[config.mk]
export PLATFORM = sky130hd
export DESIGN_NAME = mult_share_arbiter
export DESIGN_NICKNAME = d
export VERILOG_FILES = /design/src/rtl/mult_share_arbiter.sv
export SDC_FILE = /design/constraint.sdc
export NUM_CORES = 1
export LEC_CHECK = 0
export CAP_MARGIN = 15
export CORE_AREA = 10 10 173 175
export CTS_CLUSTER_DIAMETER = 80
export DETAILED_ROUTE_END_ITERATION = 8
export DIE_AREA = 0 0 183 185
export PLACE_DENSITY = 0.76
export SLEW_MARGIN = 25
export SYNTH_ARGS = -nofsm -noshare
export SYNTH_HDL_FRONTEND = slang
export SYNTH_SLANG_ARGS = --single-unit
[constraint.sdc]
create_clock -name clk -period 4 [get_ports clk]
set_input_delay 0.4 -clock clk [delete_from_list [all_inputs] [get_ports clk]]
set_output_delay 0.4 -clock clk [all_outputs]
set_load 0.01 [all_outputs]
[src/rtl/mult_share_arbiter.sv]
// mult_share_arbiter: round-robin sharing of one sequential 32x32 signed multiplier among NUM_REQ requesters
module mult_share_arbiter #(
    parameter int NUM_REQ     = 4,
    parameter int MUL_LATENCY = 33,
    parameter int ID_W        = 2
) (
    input  logic                    clk,
    input  logic                    reset,
    input  logic [NUM_REQ-1:0]      req_valid,
    input  logic [32*NUM_REQ-1:0]   req_a,
    input  logic [32*NUM_REQ-1:0]   req_b,
    output logic [NUM_REQ-1:0]      req_ready,
    output logic                    rsp_valid,
    input  logic                    rsp_ready,
    output logic [63:0]             rsp_res,
    output logic                    rsp_ovf,
    output logic [ID_W-1:0]         rsp_id,
    output logic [31:0]             mul_a,
    output logic [31:0]             mul_b,
    output logic                    mul_enable,
    output logic                    mul_reset,
    input  logic [63:0]             mul_res,
    input  logic                    mul_ovf
);
    typedef enum logic [1:0] {IDLE, ISSUE, WAIT, RESP} state_t;
    localparam int CW = $clog2(MUL_LATENCY + 1);
    state_t state, state_nx;
    logic [ID_W-1:0] rr_ptr, grant;
    logic [CW-1:0] cnt;
    logic any;
    assign any = |req_valid;
    assign mul_reset = reset;
    // descending scan so the requester closest after rr_ptr wins
    always_comb begin
        grant = '0;
        for (int k = NUM_REQ - 1; k >= 0; k--)
            if (req_valid[ID_W'((int'(rr_ptr) + k) % NUM_REQ)]) grant = ID_W'((int'(rr_ptr) + k) % NUM_REQ);
    end
    always_ff @(posedge clk) begin
        if (reset) begin
            state   <= IDLE;
            rr_ptr  <= '0;
            cnt     <= '0;
            mul_a   <= '0;
            mul_b   <= '0;
            rsp_id  <= '0;
            rsp_res <= '0;
            rsp_ovf <= 1'b0;
        end else begin
            state <= state_nx;
            if (state == IDLE && any) begin
                mul_a  <= req_a[32*grant +: 32];
                mul_b  <= req_b[32*grant +: 32];
                rsp_id <= grant;
            end
            cnt <= (state == ISSUE) ? CW'(MUL_LATENCY) : (state == WAIT) ? cnt - CW'(1) : cnt;
            if (state == WAIT && cnt == CW'(1)) begin
                rsp_res <= mul_res;
                rsp_ovf <= mul_ovf;
            end
            if (state == RESP && rsp_ready)
                rr_ptr <= (rsp_id == ID_W'(NUM_REQ - 1)) ? '0 : rsp_id + ID_W'(1);
        end
    end
    always_comb begin
        state_nx = (state == IDLE)  ? (any ? ISSUE : IDLE) :
                   (state == ISSUE) ? WAIT :
                   (state == WAIT)  ? ((cnt == CW'(1)) ? RESP : WAIT) :
                                      (rsp_ready ? IDLE : RESP);
    end
    always_comb begin
        req_ready  = (!reset && state == IDLE && any) ? NUM_REQ'(1) << grant : '0;
        mul_enable = !reset && state == ISSUE;
        rsp_valid  = !reset && state == RESP;
    end
endmodule

==> metrics, run 1 <==
Finished Core Util=48.0%; core area=26600 sq um; worst hold endpoint=rsp_res[28]; mux cell area share after synthesis=8.99%; CTS Hold Bufs=0; final hold vios=0; Total GRT Usage=18.6%; Crit Path Max Fanout=9; final setup margin=778 ps; TritonRoute pass-1 iters=4; DRC viols=0; Syn Inst Count=883; worst skew pair latency=410 ps; placed wire-length estimate=25200 um; Layout Nets=1634; endpoints failing setup=0; mapped cell area=7340 sq um; via count=8204; H-tree levels=4; Least-Margin Pin Slew=904 ps; metal2 WL=16500 um; post-synthesis adder-cell area fraction=1.19%; max_cap viols=0; post-synthesis xor/xnor area fraction=0.358%; CTS resizes=0; most frequent cell after synthesis=nand2_1; TritonCTS Sinks=141; Mapped Nets=1218; vias in the first global route=8331; synth-to-layout area growth=73.6%; CTS Buffer Depth=2; pin count of the biggest net entering global routing=66; Placement Rows=60; part of the Yosys area used for sequential elements=38.4%; Post-synth EDFFs=0; total grt overflow=0; antenna violations before repair=6; Initial DRC Count=568; Yosys reg bits=141; Layout Cells excl Fill=1658; Die Y=185 um; Post-CTS Setup Inserts=0; Distinct cells, synth=39; setup TNS=0 ps; Die X-Extent=183 um; Hold Path Stages=2; pre-CTS WS=770 ps; RSZ-0062 raised after global routing=no; HP Start=rsp_res[28]; Starting Density=27.6%; simple-gate share of the synthesized area=17.4%; Peak Freq=310 MHz; DR WL met3=3340 um; Die ar.=33900 sq um; Final Cycle Share=80.5%; Num CTS Buffers=17; Critical R2R Capture=rsp_res[5]; Worst EP arrival=2820 ps; met1 WL=13200 um; post-synth top area cell=dfxtp_1; routed vias/inst=4.95; Peak VDD IR=0.000257 V; Layout Skew=13.3 ps; crit path from=req_valid[3]; Clock transition at path regs=60 ps; most frequent cells after synthesis=nand2_1 (200), dfxtp_1 (141), a21oi_1 (71); highest routed layer=met5; CTS root buffer=clkbuf_16; HP Class=flop to flop; number of port buffers=465; routability congestion estimate=0.814; Pins Over Slew Limit=0; Placed Cells incl. Taps=1621; Total Wirelength=33900 um; FF-to-FF Start=state[0]; Power per Cell Area=342 nW/um^2; status=complete, no violations; worst r2r path cells=7; CP required=3600 ps; Antenna Violating Nets Remaining=0; main combinational cell family by area after synthesis=compound AO/OA/AOI/OAI gates; Ys Warns=0; post-synth top area share=38.4%; startpoint types=input port; final worst path period need=3220 ps; first-pass GRT wire length=49300 um; Async SR Flop Fraction=0%; layout cell share with drive strength beyond 1=8.38%; DR WL/cell=20.5 um; Synth Area in Compound Gates=27.5%; # IOs=466; CTS tree=built; crit end category=output port; kind of critical path=input port to output port; ys flop type=dfxtp_1; ranking of synthesized cells by area=dfxtp_1 (38%), nand2_1 (10%), mux2i_1 (9.0%), o211ai_2 (8.5%), a21o_1 (6.5%); leakage=4.58 nW; Slew headroom=39.5%; r2r setup slk=1490 ps; syn_area_per_cell=8.32 sq um
[worst max-delay path, stage by stage]
cell and delay [ps]:
clkdlybuf4s50_1 570, o41ai_4 580, nor2_1 200, o211ai_1 460, nor2_1 80, clkdlybuf4s50_1 520
[through the flow]
step	total power (W)	hold slack (ps)	cell area (sq um)
4_1_cts	0.00443	455	12700
5_1_grt	0.00456	472	12700
3_5_place_dp	0.00280	447	12200
2_1_floorplan	0.00212	455	7340
3_3_place_gp	0.00278	440	12200
6_report	0.00436	452	12700
[how the worst max path moves through the flow]
stage                         to  cells after the start
floorplan           req_ready[1]                      6
global placement    req_ready[2]                      6
detailed placement  req_ready[2]                      6
CTS                 req_ready[2]                      6
global route        req_ready[0]                      6
finish              req_ready[2]                      6
[registers in the layout (all words and copies together), names as in the netlist]
signal,flops
rsp_res,64
cnt,6
rr_ptr,2
rsp_id,2
mul_b,32
rsp_ovf,1
state,2
mul_a,32
[cell families (layout without fill, tap and decap cells)]
family,count (synthesis),after routing
adders and majority gates,7,7
muxes,66,66
xor gates and xnor gates,3,3
DFF,141,141
and+or+nand+nor,302,302
AOI/OAI and AO/OA,276,276
buffers and inverters,88,517
other,0,5
[where the power goes]
part           internal, W  leakage, nW  switching [W]
clock             0.000878        0.272       0.000717
combinational     0.000665         3.15       0.000509
sequential         0.00152         1.15      0.0000686
total              0.00307         4.58        0.00129
[layout by cell type, fill, tap and decap left out, types with 17 or more instances in the layout]
master,synthesis,routed
nand2_1,200,200
mux2i_1,66,66
a21o_1,64,64
nand3_1,65,64
o211ai_2,50,50
a21oi_1,71,71
o21ai_0,67,67
dfxtp_1,141,141
clkbuf_16,0,17
clkdlybuf4s50_1,0,464
[routing by layer]
layer | vias up | track usage [%]
met5 | - | 0
met3 | 44 | 7.31
met4 | 2 | 7.44
met1 | 3880 | 20.5
met2 | 351 | 31.5
li1 | 3927 | -
[final cells by class]
class	instances	area (sq um)
repair buffers	479	4780
well taps	341	427
fillers	2535	13800
multi-input cells	654	4110
inverters	6	22.5
clock inverters	15	149
flip-flops and latches	141	2820
clock buffers	17	425
diodes	5	12.5
(Power assumes the default switching activity.)
==> run 2: changes to the inputs <==
- CORE_AREA: 10 10 173 175 -> 10 10 175 177
- DIE_AREA: 0 0 183 185 -> 0 0 185 187
- PLACE_DENSITY: 0.76 -> 0.75
- clock period: 4 -> 3.2 ns (I/O delays scaled with it)
==> run 2 against run 1 <==
Clock power up 24%. Core utilization down 0.99 points. Non-clock buffer count is 5 higher. Via count is 0.27% lower. Sequential share of layout area down 0.15 points. Sequential power rose by 25%. Clock skew grew 1.7 ps. Register-to-register slack got worse by 760 ps. Worst hold slack worse by 42 ps. Sequential cell count is the same. Highest routed layer unchanged.
==> metrics, run 2 (same netlist as run 1, synthesis figures left out) <==
status=complete, no violations (unchanged); leading registers by flop count=rsp_res: 64 flops, mul_a: 32 flops, mul_b: 32 flops (unchanged); Peak Freq=337 MHz; Clk pwr share=36.4% (was 36.6%); Net Sw Frac=30.8% (was 29.7%); Die X-Extent=185 um (was 183 um); CP required=2880 ps (was 3600 ps); Final Hold Slack=410 ps (was 452 ps); Post-CTS Setup Inserts=0 (unchanged); routability congestion estimate=0.802 (was 0.814); Clock transition at path regs=70 ps (was 60 ps); max reg flops=64 (unchanged); startpoint types=flop (was input port); layout cell share with drive strength beyond 1=8.73% (was 8.38%); DRC viols=0 (unchanged); P_int=0.00378 W (was 0.00307 W); Total Wirelength=34600 um (was 33900 um); CTS root buffer=clkbuf_16 (unchanged); sequential power share=36.4% (was 36.5%); Starting Density=26.9% (was 27.6%); Final Cycle Share=92.8%; number of port buffers=465 (unchanged); placed wire-length estimate=26000 um (was 25200 um); most common cell after layout, fill and taps aside=clkdlybuf4s50_1 (unchanged); kind of critical path=flop to output port (was input port to output port); pin count of the biggest net entering global routing=66 (unchanged); total grt overflow=0 (unchanged); via count=8182 (was 8204); final setup margin=232 ps (was 778 ps); Antenna Violating Nets Remaining=0 (unchanged); leakage=4.62 nW (was 4.58 nW); endpoints failing setup=0 (unchanged); combinational share of power=27.2% (was 26.9%); Peak VDD IR=0.000347 V (was 0.000257 V); max_cap viols=0 (unchanged); RSZ-0062 raised after global routing=no (unchanged); final hold vios=0 (unchanged); H-tree levels=4 (unchanged); Least-Margin Pin Slew=802 ps (was 904 ps); final worst path period need=2970 ps; CTS tree=built (unchanged); Finished Core Util=47.0% (was 48.0%); # IOs=466 (unchanged); vias in the first global route=8512 (was 8331); Worst EP arrival=2650 ps (was 2820 ps); Layout Skew=15.0 ps (was 13.3 ps); Crit Path Max Fanout=4 (was 9); Initial DRC Count=454 (was 568); DR WL/cell=20.7 um (was 20.5 um); pre-CTS WS=220 ps (was 770 ps); CTS Hold Bufs=0 (unchanged); Power per Cell Area=426 nW/um^2 (was 342 nW/um^2); Die ar.=34600 sq um (was 33900 sq um); setup TNS=0 ps (unchanged); synth-to-layout area growth=74.8% (was 73.6%); CTS Buffer Depth=2 (unchanged); first-pass GRT wire length=52000 um (was 49300 um); crit end category=output port (unchanged); Total GRT Usage=19.2% (was 18.6%); Layout Nets=1639 (was 1634); P_sw=0.00168 W (was 0.00129 W); routed vias/inst=4.90 (was 4.95); TritonRoute pass-1 iters=5 (was 4); most frequent cells in the layout=clkdlybuf4s50_1 (464), nand2_1 (200), dfxtp_1 (141), a21oi_1 (71), o21ai_0 (67) (unchanged); antenna violations before repair=8 (was 6); HP Class=input port to flop (was flop to flop); Num CTS Buffers=17 (unchanged); worst skew pair latency=420 ps (was 410 ps); Placement Rows=61 (was 60); CTS resizes=0 (unchanged); Slew headroom=46.5% (was 39.5%); core area=27300 sq um (was 26600 sq um); most flop-heavy register=rsp_res (unchanged); TritonCTS Sinks=141 (unchanged); Pins Over Slew Limit=0 (unchanged); Die Y=187 um (was 185 um)
-- run 2: area by class of cell --
class | instances | area (sq um)
Fill cell | 2627 | 14500
Timing Repair Buffer | 484 | 4850
Sequential cell | 141 | 2820
Clock buffer | 17 | 425
Clock inverter | 15 | 151
Multi-Input combinational cell | 654 | 4110
Antenna cell | 7 | 17.5
Inverter | 6 | 22.5
Tap cell | 346 | 433
-- run 2: stage by stage --
stage                     std cells  instance area [sq um]  power (W)
final                          1670                  12800    0.00547
after global routing           1668                  12800    0.00573
after CTS                      1663                  12800    0.00553
after detailed placement       1631                  12200    0.00352
after global placement         1631                  12200    0.00350
after floorplan                 883                   7340    0.00265
-- run 2: worst paths after layout --
check                            startpoint            to  slack, ps  cells after the start
worst max-delay path               state[0]  req_ready[0]        230                      7
worst min-delay path                  reset     mul_a[18]        410                      4
worst max register to register     state[0]     mul_a[22]        730                      8
worst min register to register  rsp_res[63]   rsp_res[63]        450                      2
-- run 2: power by group through the flow --
stage | logic [W] | clock network (W) | registers, W
finish | 0.00149 | 0.00199 | 0.00199
CTS | 0.00150 | 0.00204 | 0.00199
floorplan | 0.000568 | 0 | 0.00208
detailed placement | 0.00149 | 0 | 0.00203
global route | 0.00160 | 0.00211 | 0.00201
global placement | 0.00147 | 0 | 0.00202
-- run 2: layer usage --
layer / wire [um] / global-route usage (%) / up-vias
met1: 12800 / 20.8 / 3850
met2: 17000 / 32.4 / 350
li1: - / - / 3939
met3: 3910 / 8.29 / 39
met4: 828 / 7.16 / 4
met5: 23 / 0 / -
-- run 2: critical path: stages, from the launching register on --
cell and delay [ps]:
dfxtp_1 340, inv_1 100, ha_1 270, o41ai_4 110
nor2_1 360, o211ai_1 310, nor2_1 170, clkdlybuf4s50_1 560
